File: src/rtl/if_fetch_unit.sv
// Instruction-fetch stage: owns the PC, talks req/ack to instruction memory and
// presents {PC+4, instruction} to IF/ID, with a one-entry skid for stalled returns.
module if_fetch_unit #(
    parameter int              XLEN     = 32,
    parameter logic [XLEN-1:0] RESET_PC = '0
) (
    input  logic            clk_i,
    input  logic            rst_i,
    input  logic            stall_i,
    input  logic            redirect_i,
    input  logic [XLEN-1:0] redirect_pc_i,
    output logic            imem_req_o,
    output logic [XLEN-1:0] imem_addr_o,
    input  logic            imem_ack_i,
    input  logic [XLEN-1:0] imem_data_i,
    output logic [XLEN-1:0] pc_o,
    output logic [XLEN-1:0] pc_plus4_o,
    output logic [XLEN-1:0] inst_o,
    output logic            inst_valid_o
);

    typedef enum logic [1:0] {IDLE, FETCH, READY, DROP} state_t;

    state_t          state_q, state_d;
    logic [XLEN-1:0] pc_q, pc_d;
    logic [XLEN-1:0] addr_q, addr_d;
    logic [XLEN-1:0] inst_q, inst_d;
    logic [XLEN-1:0] pc4_q, pc4_d;
    logic            valid_q, valid_d;
    logic [XLEN-1:0] skid_inst_q, skid_inst_d;
    logic [XLEN-1:0] skid_pc4_q, skid_pc4_d;

    logic            req;
    logic            ack;
    logic [XLEN-1:0] tgt;
    logic [XLEN-1:0] pc_inc;

    assign req    = (state_q == FETCH) || (state_q == DROP);
    assign ack    = imem_ack_i & req;
    assign tgt    = {redirect_pc_i[XLEN-1:2], 2'b00};
    assign pc_inc = pc_q + XLEN'(4);

    always_comb begin
        state_d     = state_q;
        pc_d        = pc_q;
        addr_d      = addr_q;
        inst_d      = inst_q;
        pc4_d       = pc4_q;
        valid_d     = valid_q;
        skid_inst_d = skid_inst_q;
        skid_pc4_d  = skid_pc4_q;
        case (state_q)
            IDLE: begin
                state_d = FETCH;
                pc_d    = redirect_i ? tgt : pc_q;
                addr_d  = redirect_i ? tgt : pc_q;
            end
            FETCH: begin
                // In FETCH the request address always equals pc_q.
                if (redirect_i) begin
                    pc_d    = tgt;
                    valid_d = 1'b0;
                    inst_d  = '0;
                    if (ack) addr_d  = tgt;
                    else     state_d = DROP;
                end else if (ack && (!stall_i || !valid_q)) begin
                    inst_d  = imem_data_i;
                    pc4_d   = pc_inc;
                    valid_d = 1'b1;
                    pc_d    = pc_inc;
                    addr_d  = pc_inc;
                end else if (ack) begin
                    skid_inst_d = imem_data_i;
                    skid_pc4_d  = pc_inc;
                    pc_d        = pc_inc;
                    addr_d      = pc_inc;
                    state_d     = READY;
                end else if (!stall_i) begin
                    valid_d = 1'b0;
                    inst_d  = '0;
                end
            end
            READY: begin
                if (redirect_i) begin
                    pc_d    = tgt;
                    addr_d  = tgt;
                    valid_d = 1'b0;
                    inst_d  = '0;
                    state_d = FETCH;
                end else if (!stall_i) begin
                    inst_d  = skid_inst_q;
                    pc4_d   = skid_pc4_q;
                    valid_d = 1'b1;
                    state_d = FETCH;
                end
            end
            DROP: begin
                // Stale request stays on the bus until its ack; only pc tracks redirects.
                if (redirect_i) pc_d = tgt;
                if (ack) begin
                    state_d = FETCH;
                    addr_d  = redirect_i ? tgt : pc_q;
                end
            end
            default: state_d = IDLE;
        endcase
    end

    always_ff @(posedge clk_i or posedge rst_i) begin
        if (rst_i) begin
            state_q     <= IDLE;
            pc_q        <= RESET_PC;
            addr_q      <= RESET_PC;
            inst_q      <= '0;
            pc4_q       <= '0;
            valid_q     <= 1'b0;
            skid_inst_q <= '0;
            skid_pc4_q  <= '0;
        end else begin
            state_q     <= state_d;
            pc_q        <= pc_d;
            addr_q      <= addr_d;
            inst_q      <= inst_d;
            pc4_q       <= pc4_d;
            valid_q     <= valid_d;
            skid_inst_q <= skid_inst_d;
            skid_pc4_q  <= skid_pc4_d;
        end
    end

    assign imem_req_o   = req;
    assign imem_addr_o  = addr_q;
    assign pc_o         = pc_q;
    assign pc_plus4_o   = pc4_q;
    assign inst_o       = inst_q;
    assign inst_valid_o = valid_q;

endmodule

File: config.mk
export PLATFORM = sky130hd
export DESIGN_NAME = if_fetch_unit
export DESIGN_NICKNAME = d
export VERILOG_FILES = /design/src/rtl/if_fetch_unit.sv
export SDC_FILE = /design/constraint.sdc
export NUM_CORES = 1
export LEC_CHECK = 0
export ABC_AREA = 0
export BUFFER_PORTS_ARGS = -buffer_cell sky130_fd_sc_hd__buf_2
export CORE_MARGIN = 2
export CORE_UTILIZATION = 35
export CTS_CLUSTER_SIZE = 40
export DETAILED_ROUTE_END_ITERATION = 10
export PLACE_DENSITY = 0.54
export SLEW_MARGIN = 5
export SYNTH_ARGS = -nofsm -noshare
export SYNTH_HDL_FRONTEND = slang
export SYNTH_SLANG_ARGS = --single-unit
File: constraint.sdc
create_clock -name clk_i -period 6.9 [get_ports clk_i]
set_input_delay 0.345 -clock clk_i [delete_from_list [all_inputs] [get_ports clk_i]]
set_output_delay 0.345 -clock clk_i [all_outputs]
set_load 0.02 [all_outputs]
======== Word level (Yosys, flattened, before mapping) ========
Index checks and enable logic that the tools add are counted.
cells by class
  add/sub/neg operators ................... 1
  equal/unequal tests ..................... 18
  multiplexer cells ....................... 37
  bitwise logic cells ..................... 3
  reduce and logical (&&, ||, !) cells .... 13
operators by type and width
  cell                                                                      number
  32-bit two-way mux                                                        18
  32-bit case mux with 2 select lines                                       3
  32-bit case mux with 4 select lines                                       1
  32-bit by 3-bit adder with 32-bit output (second input constant)          1
  3-bit inequality test (second input constant)                             5
  2-bit two-way mux                                                         7
  4-bit by 3-bit inequality test with 1-bit output (second input constant)  3
  4-bit AND reduction                                                       3
  2-bit inequality test (second input constant)                             5
  5-bit AND reduction                                                       2
  2-bit case mux with 4 select lines                                        1
  1-bit two-way mux                                                         6
  2-bit equality test (second input constant)                               2
  3-bit by 2-bit inequality test with 1-bit output (second input constant)  1
  3-bit OR reduction                                                        1
  2-bit by 1-bit equality test with 1-bit output (second input constant)    1
  1-bit logical NOT                                                         2
  2-bit logical NOT                                                         1
  1-bit logical OR                                                          2
  2-bit by 1-bit inequality test with 1-bit output (second input constant)  1
  1-bit NOT                                                                 2
  1-bit case mux with 2 select lines                                        1
  2-bit nonzero test                                                        1
  1-bit AND                                                                 1
  1-bit logical AND                                                         1
storage, ports and cells
  flip-flop bits (word level) ............. 195
  input port bits ......................... 69
  output and inout port bits .............. 130
  word-level logic and storage cells ...... 80

======== Depth between registers and ports, before layout ========
  depth after elaboration ................. 7
  mapped depth ............................ 10
  mapped depth without buffers ............ 7

======== Worst setup path after synthesis ========
Ideal clock, no wire load.
  path kind ............................... reg-to-reg
  from .................................... register pc_q[2], in the netlist pc_o[2]
  to ...................................... register addr_q[28], in the netlist imem_addr_o[28]
  setup time .............................. 0.143 ns
  arrival time ............................ 2.429 ns
  data required time ...................... 6.757 ns
  slack ................................... 4.328 ns
  cell stages (with the launch flop) ...... 8
  path buffers ............................ 1
  period minus slack after synthesis ...... 2.572 ns
  path through ............................ dfrtp_1 > ha_1 > nand3_2 > or4_4 > buf_6 > or4_4 > mux2i_1 > o221ai_1
between the ends
  word-level cells in the longest chain between the ends .. 5
ends and longest elaborated chain
  element                                       line  source
  from (decl)                                   25    logic [XLEN-1:0] pc_q, pc_d;
  from (signal assigned)                        121   pc_q <= pc_d;
  32-bit by 3-bit adder with 32-bit output (*)  41    assign pc_inc = pc_q + XLEN'(4);
  32-bit two-way mux                            72    end else if (ack) begin
  32-bit two-way mux (*)                        66    end else if (ack && (!stall_i || !valid_q)) begin
  32-bit two-way mux (*)                        60    if (redirect_i) begin
  32-bit case mux with 4 select lines (*)       52    case (state_q)
  to (signal assigned)                          122   addr_q <= addr_d;
  to (decl)                                     26    logic [XLEN-1:0] addr_q, addr_d;
Mark *: on every way between the ends. The rest lies on a longest branch, timed or not. The select of a mux whose other input is x is not followed.
A chain may end at the register's enable or synchronous reset.

======== Worst setup path after layout ========
  from .................................... register state_q[0]
  to ...................................... register pc4_q[31], in the netlist pc_plus4_o[31]
between the ends
  word-level cells in the longest chain between the ends .. 6
  elaborated cells on any way between the ends .. 13
  those cells by class .................... eq/ne (7); mux (1); bitwise (1); reduce/logical (4)
ends and longest elaborated chain
  element                                                                                line    source
  from (decl)                                                                            24      state_t state_q, state_d;
  from (signal assigned)                                                                 120     state_q <= state_d;
  2-bit by 1-bit equality test with 1-bit output or 2-bit equality test (tied branches)  38, 52
  1-bit logical OR                                                                       38      assign req = (state_q == FETCH) || (state_q == DROP);
  1-bit AND                                                                              39      assign ack = imem_ack_i & req;
  1-bit logical AND                                                                      66
  2-bit by 1-bit inequality test with 1-bit output (no line)                             -
  5-bit AND reduction (no line)                                                          -
  to (signal assigned)                                                                   124     pc4_q <= pc4_d;
  to (decl)                                                                              28      logic [XLEN-1:0] pc4_q, pc4_d;
Several ways; a longest one is shown, not always the timed one.

==> reports/metrics.yaml <==
status: "finished clean"
tightest_slew_ns: 1.072
ys_warn_count: 0
final_cell_count_no_fill: 1552
maxCapViolations: 0
cp-end-kind: "flop"
criticalPathCategory: "flop to flop"
clock_latency_ns: 0.43
rows: 61
use_met3: 0.04809
ctsHoldBuffers: 0
p_leak_nw: 5.198
maxSlewViolCount: 0
drive_gt1_frac: 0.2543
busiest_layer: "met2"
max_freq_mhz: 353.3
coreArea_um2: 27710
dpl.cell_count: 1518
antenna_found_initial: 5
finalSetupTns_ns: 0
fin_area_um2: 11630
hold_viol: 0
p_seq_frac: 0.356
die_h_um: 171.3
antenna_left: 0
clkSinkCount: 195
synth_cell_types: 54
gp_congestion: 0.7813
period_share: 0.4103
clock-root-buffer: "clkbuf_16"
cts_tree: "built"
grt_max_degree: 131
numCtsBuffers: 17
nets: 1232
final.min_clock_period_ns: 2.831
synthFlopType: "dfrtp_1"
r2r_cells: 8
syn_to_final_growth_pct: 18.67
clockBufferDepth: 2
cp_max_fo: 65
p_switching_w: 0.002337
p_clk_frac: 0.197
post_drt_wl_per_cell_um: 18.39
grt_pass1_vias: 7689
finalPower_w: 0.005298
avgSynthCellArea_um2: 9.549
mostFrequentLayoutCell: "buf_2"
irDropWorstVdd_uv: 258.9
groute.usage.overall: 0.1982
rsz0062_at_grt: "no"
drt-initial-drc-count: 508
initial_core_util: 0.3536
grt-ovfl-total: 0
required_ns: 7.18
ys_ff_latch: 195
r2r_setup_slack_ns: 4.07
dp_hpwl_um: 18950
timing.rr.start: "state_q[0]$_DFFE_PP0P_"
synth_cells: 1026
met2_usage: 0.3072
viasPerCell: 5.249
hold_path_class: "input port to asynchronous set/reset pin"
pin_count: 199
num_vias: 8146
grt_pass1_wl_um: 45220
first_pass_iters: 5
die_w_um: 171.3
cp_data_arrival_time_ns: 3.11
place_area_um2: 11000
mappedNetlistArea_um2: 9797
setup_violations: 0
p_int_w: 0.002961
fin_skew_ns: 0.01589
path_clk_slew_ns: 0.08
ys_async_sr_fraction: 1.000
portBuffers: 196
synth_edf_count: 0
critical_path.startpoint_type: "flop"
post_cts_buffers: 0
final_util: 0.4196
syn_nets: 1099
maxSlewHeadroom: 0.2856
postCtsResizedCells: 0
post-route-drc-count: 0
grtUsageMet1: 0.2744
die-area_um2: 29350
wl_um: 28540
r2r-end: "pc_plus4_o[31]$_DFFE_PP0P_"
synth.yosys.seq_area_share: 0.4981
htreeDepth: 4
final_cell_mix: "buf_2, dfrtp_1, nand2_1"
swShare: 0.4411
pwr-share-comb: 0.447
pwr_density_cell_nw_per_um2: 455.7
## how the worst max path moves through the flow
stage	start	endpoint	slack (ns)
after floorplan	rst_i	imem_addr_o[0]$_DFFE_PP0P_	1.24
after global placement	redirect_i	imem_addr_o[20]$_DFFE_PP0P_	4.05
after detailed placement	pc_o[2]$_DFFE_PP0P_	pc_plus4_o[26]$_DFFE_PP0P_	4.04
after CTS	state_q[0]$_DFFE_PP0P_	pc_plus4_o[31]$_DFFE_PP0P_	4.02
after global routing	state_q[0]$_DFFE_PP0P_	pc_plus4_o[17]$_DFFE_PP0P_	3.80
final	state_q[0]$_DFFE_PP0P_	pc_plus4_o[31]$_DFFE_PP0P_	4.07
## worst max-delay path, cell delays in order, from the launching register on
cell and delay [ns]:
dfrtp_1 0.42, inv_1 0.07, ha_1 0.15, buf_4 0.43
o21ai_0 0.17, o211ai_1 0.11, buf_4 0.55, nand2b_1 0.55
o221ai_1 0.21
## per-layer routing
layer,vias to the layer above,part of all wire,routed length [um]
met5,-,0.0015,42
met4,6,0.018,511
met3,31,0.061,1728
met2,218,0.46,13000
met1,3980,0.46,13260
li1,3911,-,-
## through the flow
| stage | setup slack [ns] | hold slack, ns |
|---|---|---|
| final | 4.069 | 0.1294 |
| after global routing | 3.798 | 0.1358 |
| after CTS | 4.021 | 0.1297 |
| after floorplan | 1.243 | 0.4413 |
| after global placement | 4.046 | 0.4558 |
| after detailed placement | 4.040 | 0.4657 |
## sequential cells by signal, summed over array words and instances (netlist names)
| register | flops |
|---|---|
| imem_addr_o | 32 |
| inst_o | 32 |
| pc_o | 32 |
| pc_plus4_o | 32 |
| skid_inst_q | 32 |
| skid_pc4_q | 32 |
| state_q | 2 |
| inst_valid_o | 1 |
## kinds of logic (layout without fill, tap and decap cells)
logic type | count (synthesis) | in the layout | share of synthesized area
AO/OA/AOI/OAI | 266 | 266 | 0.1685
XOR/XNOR | 52 | 52 | 0.04649
adder cells (fa/ha/maj) | 4 | 4 | 0.005109
buffers and inverters | 108 | 254 | 0.04380
flip-flops | 195 | 195 | 0.4981
multiplexers | 71 | 71 | 0.07842
other | 0 | 2 | 0
AND/OR/NAND/NOR | 330 | 330 | 0.1596
## synth_stat cells, types with 2 or more instances
library cell  count  share of area
a21oi_1          68          0.035
or4_1             2         0.0015
o211a_1           2         0.0020
or3_1             3         0.0019
and4_1            8         0.0072
xor2_1           10         0.0089
a21o_1            2         0.0015
and2_1            2         0.0013
inv_1            14         0.0054
nor3_1           24          0.012
nor2_1           80          0.031
nand2b_1         26          0.017
nand4_1          10         0.0064
buf_1             8         0.0031
nor2b_1           5         0.0032
ha_1              4         0.0051
a22oi_1          34          0.026
nand3_1          12         0.0061
o31a_1            2         0.0018
a311oi_1          2         0.0018
or4_4             2         0.0023
o31ai_1           7         0.0054
and3_1            5         0.0032
a221oi_1          8         0.0072
or2_2             2         0.0013
a2111oi_0         3         0.0027
xnor2_1          42          0.038
nand2_1         126          0.048
buf_4             2         0.0015
a31oi_1          19          0.012
clkbuf_1         76          0.029
mux2_2           46          0.053
a22o_1            4         0.0036
o21ai_0          84          0.043
a221o_1           5         0.0051
buf_2             7         0.0036
o221ai_1         17          0.015
o21ai_1           3         0.0015
mux2i_1          25          0.026
a21boi_0          2         0.0015
nor4_1           15         0.0096
dfrtp_1         195           0.50
or2b_1            2         0.0015
## power groups by stage
stage | registers (W) | logic [W] | clock network [W]
global placement | 0.00190 | 0.00236 | 0
global route | 0.00195 | 0.00263 | 0.00112
finish | 0.00189 | 0.00237 | 0.00104
detailed placement | 0.00191 | 0.00240 | 0
CTS | 0.00189 | 0.00240 | 0.00107
floorplan | 0.00218 | 0.00136 | 0
## area by class of cell
type                    count  area [um2]
fillers                  2796       16080
flip-flops and latches    195        4880
multi-input cells         723        4521
repair buffers            208        1071
well taps                 378       473.0
clock buffers              17       425.4
clock inverters            15       191.4
inverters                  14       60.06
diodes                      2       5.005
Power figures use the tool's default switching activity.
